==> src/rtl/psum_accum_relu_quant_if.sv <==
// Streaming port bundle between the MAC array, the partial-sum accumulator
// and the write-back stage.
interface psum_accum_relu_quant_if #(
  parameter int PSUM_W = 18,
  parameter int ACC_W  = 24
);
  logic                     start;
  logic signed [ACC_W-1:0]  bias;
  logic                     valid_in;
  logic signed [PSUM_W-1:0] din;
  logic                     valid_out;
  logic signed [7:0]        dout;
  logic                     busy;
  logic                     done;

  modport master (
    output start, bias, valid_in, din,
    input  valid_out, dout, busy, done
  );

  modport slave (
    input  start, bias, valid_in, din,
    output valid_out, dout, busy, done
  );
endinterface

==> src/rtl/psum_accum_relu_quant.sv <==
// Cross-channel partial-sum accumulator with bias, ReLU and
// round/shift/saturate requantisation to INT8.
module psum_accum_relu_quant #(
  parameter int PSUM_W  = 18,
  parameter int ACC_W   = 24,
  parameter int PIX_NUM = 100,
  parameter int CH_NUM  = 3,
  parameter int SHIFT   = 8,
  parameter int ADDR_W  = 7
) (
  input logic clk,
  input logic rst,
  psum_accum_relu_quant_if.slave bus
);
  localparam int CH_W = (CH_NUM > 1) ? $clog2(CH_NUM) : 1;
  localparam logic [ADDR_W-1:0] PIX_LAST = ADDR_W'(PIX_NUM - 1);
  localparam logic [CH_W-1:0] CH_LAST = CH_W'(CH_NUM - 1);
  localparam logic [ACC_W+1:0] RND = (ACC_W + 2)'(1) << (SHIFT - 1);
  localparam logic [ACC_W+1:0] QMAX = (ACC_W + 2)'(127);

  typedef enum logic {IDLE, ACC} state_t;

  state_t state;
  logic [ADDR_W-1:0] pix_cnt;
  logic [CH_W-1:0] ch_cnt;
  logic signed [ACC_W-1:0] bias_r;
  logic valid_out_r;
  logic [7:0] dout_r;
  logic busy_r;
  logic done_r;

  logic signed [ACC_W-1:0] mem [PIX_NUM];

  logic beat;
  logic first_ch;
  logic last_ch;
  logic last_pix;
  logic signed [ACC_W-1:0] din_ext;
  logic signed [ACC_W-1:0] rd;
  logic signed [ACC_W-1:0] part;
  logic signed [ACC_W:0] sum;
  logic [ACC_W:0] relu;
  logic [ACC_W+1:0] rnd;
  logic [ACC_W+1:0] q;
  logic [7:0] sat;

  always_comb begin
    beat = (state == ACC) && bus.valid_in;
    first_ch = (ch_cnt == '0);
    last_ch = (ch_cnt == CH_LAST);
    last_pix = (pix_cnt == PIX_LAST);
    din_ext = {{(ACC_W - PSUM_W){bus.din[PSUM_W-1]}}, bus.din};
    rd = mem[pix_cnt];
    // single-channel maps never write the buffer, so it must not be read
    part = (CH_NUM == 1) ? '0 : rd;
    sum = {part[ACC_W-1], part}
        + {din_ext[ACC_W-1], din_ext}
        + {bias_r[ACC_W-1], bias_r};
    relu = sum[ACC_W] ? '0 : $unsigned(sum);
    rnd = {1'b0, relu} + RND;
    q = rnd >> SHIFT;
    sat = (q > QMAX) ? 8'd127 : q[7:0];
  end

  always_ff @(posedge clk) begin
    if (beat && !last_ch) begin
      mem[pix_cnt] <= first_ch ? din_ext : rd + din_ext;
    end
  end

  always_ff @(posedge clk or posedge rst) begin
    if (rst) begin
      state <= IDLE;
      pix_cnt <= '0;
      ch_cnt <= '0;
      bias_r <= '0;
      valid_out_r <= 1'b0;
      dout_r <= '0;
      busy_r <= 1'b0;
      done_r <= 1'b0;
    end else begin
      valid_out_r <= 1'b0;
      done_r <= 1'b0;
      unique case (state)
        IDLE: begin
          if (bus.start) begin
            state <= ACC;
            busy_r <= 1'b1;
            bias_r <= bus.bias;
            pix_cnt <= '0;
            ch_cnt <= '0;
          end
        end
        ACC: begin
          if (bus.valid_in) begin
            if (last_ch) begin
              valid_out_r <= 1'b1;
              dout_r <= sat;
            end
            if (last_pix) begin
              pix_cnt <= '0;
              if (last_ch) begin
                ch_cnt <= '0;
                state <= IDLE;
                busy_r <= 1'b0;
                done_r <= 1'b1;
              end else begin
                ch_cnt <= ch_cnt + 1'b1;
              end
            end else begin
              pix_cnt <= pix_cnt + 1'b1;
            end
          end
        end
        default: state <= IDLE;
      endcase
    end
  end

  assign bus.valid_out = valid_out_r;
  assign bus.dout = dout_r;
  assign bus.busy = busy_r;
  assign bus.done = done_r;
endmodule

==> src/flat_wrapper.sv <==
// flat-port wrapper written by rule: the top's interface ports become plain ports
module psum_accum_relu_quant_flat 
#(
  parameter int PSUM_W  = 18,
  parameter int ACC_W   = 24,
  parameter int PIX_NUM = 100,
  parameter int CH_NUM  = 3,
  parameter int SHIFT   = 8,
  parameter int ADDR_W  = 7
)
  (clk, rst, bus_start, bus_bias, bus_valid_in, bus_din, bus_valid_out, bus_dout, bus_busy, bus_done);
  psum_accum_relu_quant_if #(.PSUM_W(PSUM_W), .ACC_W(ACC_W)) bus_i ();
  input logic clk;
  input logic rst;
  input wire logic [$bits(bus_i.start)-1:0] bus_start;
  input wire logic [$bits(bus_i.bias)-1:0] bus_bias;
  input wire logic [$bits(bus_i.valid_in)-1:0] bus_valid_in;
  input wire logic [$bits(bus_i.din)-1:0] bus_din;
  output wire logic [$bits(bus_i.valid_out)-1:0] bus_valid_out;
  output wire logic [$bits(bus_i.dout)-1:0] bus_dout;
  output wire logic [$bits(bus_i.busy)-1:0] bus_busy;
  output wire logic [$bits(bus_i.done)-1:0] bus_done;
  assign bus_i.start = bus_start;
  assign bus_i.bias = bus_bias;
  assign bus_i.valid_in = bus_valid_in;
  assign bus_i.din = bus_din;
  assign bus_valid_out = bus_i.valid_out;
  assign bus_dout = bus_i.dout;
  assign bus_busy = bus_i.busy;
  assign bus_done = bus_i.done;
  psum_accum_relu_quant #(.PSUM_W(PSUM_W), .ACC_W(ACC_W), .PIX_NUM(PIX_NUM), .CH_NUM(CH_NUM), .SHIFT(SHIFT), .ADDR_W(ADDR_W)) u_core (.clk(clk), .rst(rst), .bus(bus_i));
endmodule
==> config.mk <==
export PLATFORM = sky130hd
export DESIGN_NAME = psum_accum_relu_quant_flat
export DESIGN_NICKNAME = d
export VERILOG_FILES = /design/src/rtl/psum_accum_relu_quant_if.sv /design/src/rtl/psum_accum_relu_quant.sv /design/src/flat_wrapper.sv
export SDC_FILE = /design/constraint.sdc
export NUM_CORES = 2
export LEC_CHECK = 0
export ABC_AREA = 1
export CAP_MARGIN = 20
export CORE_ASPECT_RATIO = 2
export CORE_MARGIN = 10
export CORE_UTILIZATION = 36
export DETAILED_ROUTE_END_ITERATION = 12
export PLACE_DENSITY_LB_ADDON = 0.15
export SETUP_SLACK_MARGIN = 0.5
export SYNTH_ARGS = -nofsm -noshare
export SYNTH_HDL_FRONTEND = slang
export SYNTH_SLANG_ARGS = --single-unit
==> constraint.sdc <==
create_clock -name clk -period 9.85 [get_ports clk]
set_input_delay 1.97 -clock clk [delete_from_list [all_inputs] [get_ports clk]]
set_output_delay 1.97 -clock clk [all_outputs]
set_load 0.02 [all_outputs]
==> out/metrics.yaml <==
timing:
  max_clock_freq_mhz: 123
  total_negative_slack_for_setup_checks_ns: 0
  worst_slew_pin_slew_ns: 1.35
  clock-skew-final_ns: 0.0884
  finalCriticalPeriod_ns: 8.14
  post-route-period-util_pct: 82.7
  final_max_slew_viol_count: 0
  hold_viol_final: 0
  slew-limit-headroom_pct: 10.0
  grt_setup_unrepaired: "no"
  setup_viol: 0
setup_path:
  worstPathArrival_ns: 8.93
  crit_family: "simple AND/OR/NAND/NOR gates"
  timing.critical_path.mode_cell: "sky130_fd_sc_hd__nand2_1"
  worstPathRequired_ns: 10.64
  setup.worst_path.start_class: "register"
  worst_path_max_delay_cell: "sky130_fd_sc_hd__a221oi_1"
  max_stage_delay_ns: 1.05
  worstSetupEndpointType: "register"
  cp.buffers_inverters: 5
  worst-setup-path-type: "reg -> reg"
  critical_path_peak_fanout: 65
clock_network:
  insertion_delay_ns: 0.91
  cts_buffers: 216
  cts_root_buf: "sky130_fd_sc_hd__clkbuf_16"
  post_cts_resize_count: 0
  cts_hold_buf: 0
  clock_tree.buffer_depth: 4
  cts_setup_buffers: 0
  cts_tree: "done"
  cts-htree-levels: 4
  clock_sinks: 2445
  worst_setup_hold_path_clk_slew_ns: 0.07
routing:
  detailroute.via_count: 57500
  drtAntennaViolNets: 0
  detailedRoute.firstPassIterationCount: 6
  initial_drc_count: 5577
  route.detailed.drc: 0
  drt-wirelength-per-cell_microns: 32.8
  avgViaCountPerCell: 5.67
  wl_mm: 333
synth:
  synthesis.instances: 6269
  post_synth_most_frequent_cells: "2,400 x sky130_fd_sc_hd__edfxtp_1, 1,302 x sky130_fd_sc_hd__nand2_1, 348 x sky130_fd_sc_hd__a22oi_1"
  synth.top_cells.by_area: "sky130_fd_sc_hd__edfxtp_1 77%, sky130_fd_sc_hd__nand2_1 5.2%, sky130_fd_sc_hd__a22oi_1 2.8%"
  ys_types: 61
  synth_fp_nets: 6387
  synth_warnings: 0
  synth_async_sr_flop_share_pct: 1.84
  seq_area_frac_synth_pct: 77.8
  synth_top_cell_area_share_pct: 76.6
  post_synth_instance_area_sq_um: 94000
  library_cell_with_the_highest_instance_count_after_synthesis: "sky130_fd_sc_hd__edfxtp_1"
  synth-seq-cells: 2445
  count_of_flip_flops_with_a_built_in_enable_after_synthesis: 2400
  yosys_most_used_dff: "sky130_fd_sc_hd__edfxtp_1"
  synth_top_area_cell: "sky130_fd_sc_hd__edfxtp_1"
  syn_area_per_cell_sq_um: 15.0
grt:
  grt_antenna_before_repair: 16
  first_global_vias: 57100
  maximum_number_of_pins_on_one_net_before_global_route_repair: 101
  gr-usage-all-layers_pct: 22.9
  grt_remaining_overflow: 0
  grt_pass1_wl_mm: 461
placed_design:
  dp_cells: 9759
  buffer_ports.inserted: 56
  dp.final_hpwl_mm: 208
  globalplace.congestion: 0.909
floorplan:
  core_area_sq_um: 260000
  num_rows: 265
  dieWidth_microns: 381
  ios: 57
  starting_density_pct: 36.1
  die_height_microns: 743
  die-area_sq_um: 283000
pwr:
  p_leak_nw: 35.0
  power_density_nw_per_um2: 324
  worst_ir_drop_vdd_v: 0.000264
run:
  max-cap-violations: 0
hold_path:
  hold_path.class: "reg -> reg"
run_status:
  status: "completed"
cells_and_area:
  flow.area_growth_from_synthesis_pct: 14.2
  nets: 6624
  final_cells: 10100
  drive_above_1_share_pct: 11.4
## power by group
group / switching, W / internal, W / leakage, nW / total (W)
Combinational: 0.00990 / 0.00279 / 9.58 / 0.0127
Sequential: 0.0000546 / 0.0138 / 22.2 / 0.0138
Clock: 0.00380 / 0.00450 / 3.23 / 0.00831
## routing by layer
| metal | global-route usage [%] | share of wire [%] | vias to the layer above |
|---|---|---|---|
| li1 | - | - | 24600 |
| met1 | 26.9 | 37 | 30200 |
| met3 | 2.24 | 5.0 | 591 |
| met5 | 0 | 0.0039 | - |
| met2 | 39.9 | 50 | 2164 |
| met4 | 14.6 | 7.6 | 2 |
## worst paths after layout
kind	slack [ns]	to	depth (start not counted)	from
worst min-delay path	0.47	u_core.bus.busy	2	u_core.bus.busy
max in group asynchronous	7.70	u_core.pix_cnt[0]	3	rst
worst max-delay path	1.71	u_core.bus.dout[1]	34	u_core.pix_cnt[1]
worst min register to register	0.47	u_core.bus.busy	2	u_core.bus.busy
min in group asynchronous	1.56	u_core.bias_r[19]	3	rst
worst max register to register	1.71	u_core.bus.dout[1]	34	u_core.pix_cnt[1]
## cell usage in the layout (no fill, tap or decap), types with 15 or more instances in the layout
cell type / instances
sky130_fd_sc_hd__a21oi_1: 113
sky130_fd_sc_hd__a221oi_1: 270
sky130_fd_sc_hd__a22o_1: 177
sky130_fd_sc_hd__a22oi_1: 348
sky130_fd_sc_hd__a31oi_1: 15
sky130_fd_sc_hd__buf_12: 38
sky130_fd_sc_hd__buf_4: 232
sky130_fd_sc_hd__bufinv_16: 16
sky130_fd_sc_hd__clkbuf_1: 52
sky130_fd_sc_hd__clkbuf_16: 219
sky130_fd_sc_hd__clkdlybuf4s50_1: 56
sky130_fd_sc_hd__clkinv_1: 56
sky130_fd_sc_hd__clkinv_2: 27
sky130_fd_sc_hd__dfrtp_1: 44
sky130_fd_sc_hd__edfxtp_1: 2400
sky130_fd_sc_hd__fa_1: 24
sky130_fd_sc_hd__ha_1: 48
sky130_fd_sc_hd__inv_1: 215
sky130_fd_sc_hd__nand2_1: 1294
sky130_fd_sc_hd__nand2_2: 15
sky130_fd_sc_hd__nand3_1: 102
sky130_fd_sc_hd__nand4_1: 281
sky130_fd_sc_hd__nor2_1: 151
sky130_fd_sc_hd__nor2_2: 107
sky130_fd_sc_hd__o21ai_0: 135
sky130_fd_sc_hd__o21ai_4: 15
sky130_fd_sc_hd__o22ai_1: 23
## area by class of cell
type,instances,area (sq um)
Tap cell,3471,4340
Fill cell,23600,153000
Antenna cell,8,20.0
Clock inverter,107,928
Timing Repair Buffer,326,3060
Clock buffer,274,5720
Sequential cell,2445,73200
Multi-Input combinational cell,3278,19200
Inverter,239,942
## stage by stage
step / power, W / util [%] / setup slack (ns) / hold WS, ns / area, sq um
detailed placement: 0.0268 / 38.7 / 1.69 / 0.458 / 101000
global placement: 0.0267 / 38.7 / 1.14 / 0.463 / 101000
global route: 0.0360 / 41.3 / 1.46 / 0.506 / 107000
finish: 0.0348 / 41.3 / 1.71 / 0.472 / 107000
floorplan: 0.0207 / - / 1.15 / 0.442 / 94000
CTS: 0.0350 / 41.3 / 1.69 / 0.475 / 107000
## cell families (layout without fill, tap and decap cells)
logic type,after synthesis,after routing,share of synthesized area (%)
adders and majority gates,72,72,1.15
buffers and inverters,546,946,2.32
and+or+nand+nor,2032,2032,9.39
AOI/OAI and AO/OA,1160,1160,9.17
DFF,2445,2445,77.8
other,0,8,0
xor gates and xnor gates,14,14,0.130
## sequential cells by signal, summed over array words and instances (netlist names)
name,count
u_core.bias_r,24
u_core.bus.dout,8
u_core.state,1
u_core.mem,2400
u_core.pix_cnt,7
u_core.bus.valid_out,1
u_core.bus.busy,1
u_core.ch_cnt,2
u_core.bus.done,1
## tightest hold or removal path, stage by stage (launching register included)
cell and delay [ns]:
sky130_fd_sc_hd__dfrtp_1 0.34, sky130_fd_sc_hd__nand2_1 0.05, sky130_fd_sc_hd__nand2_1 0.05
Note: power is estimated with default switching activity, not from simulation.
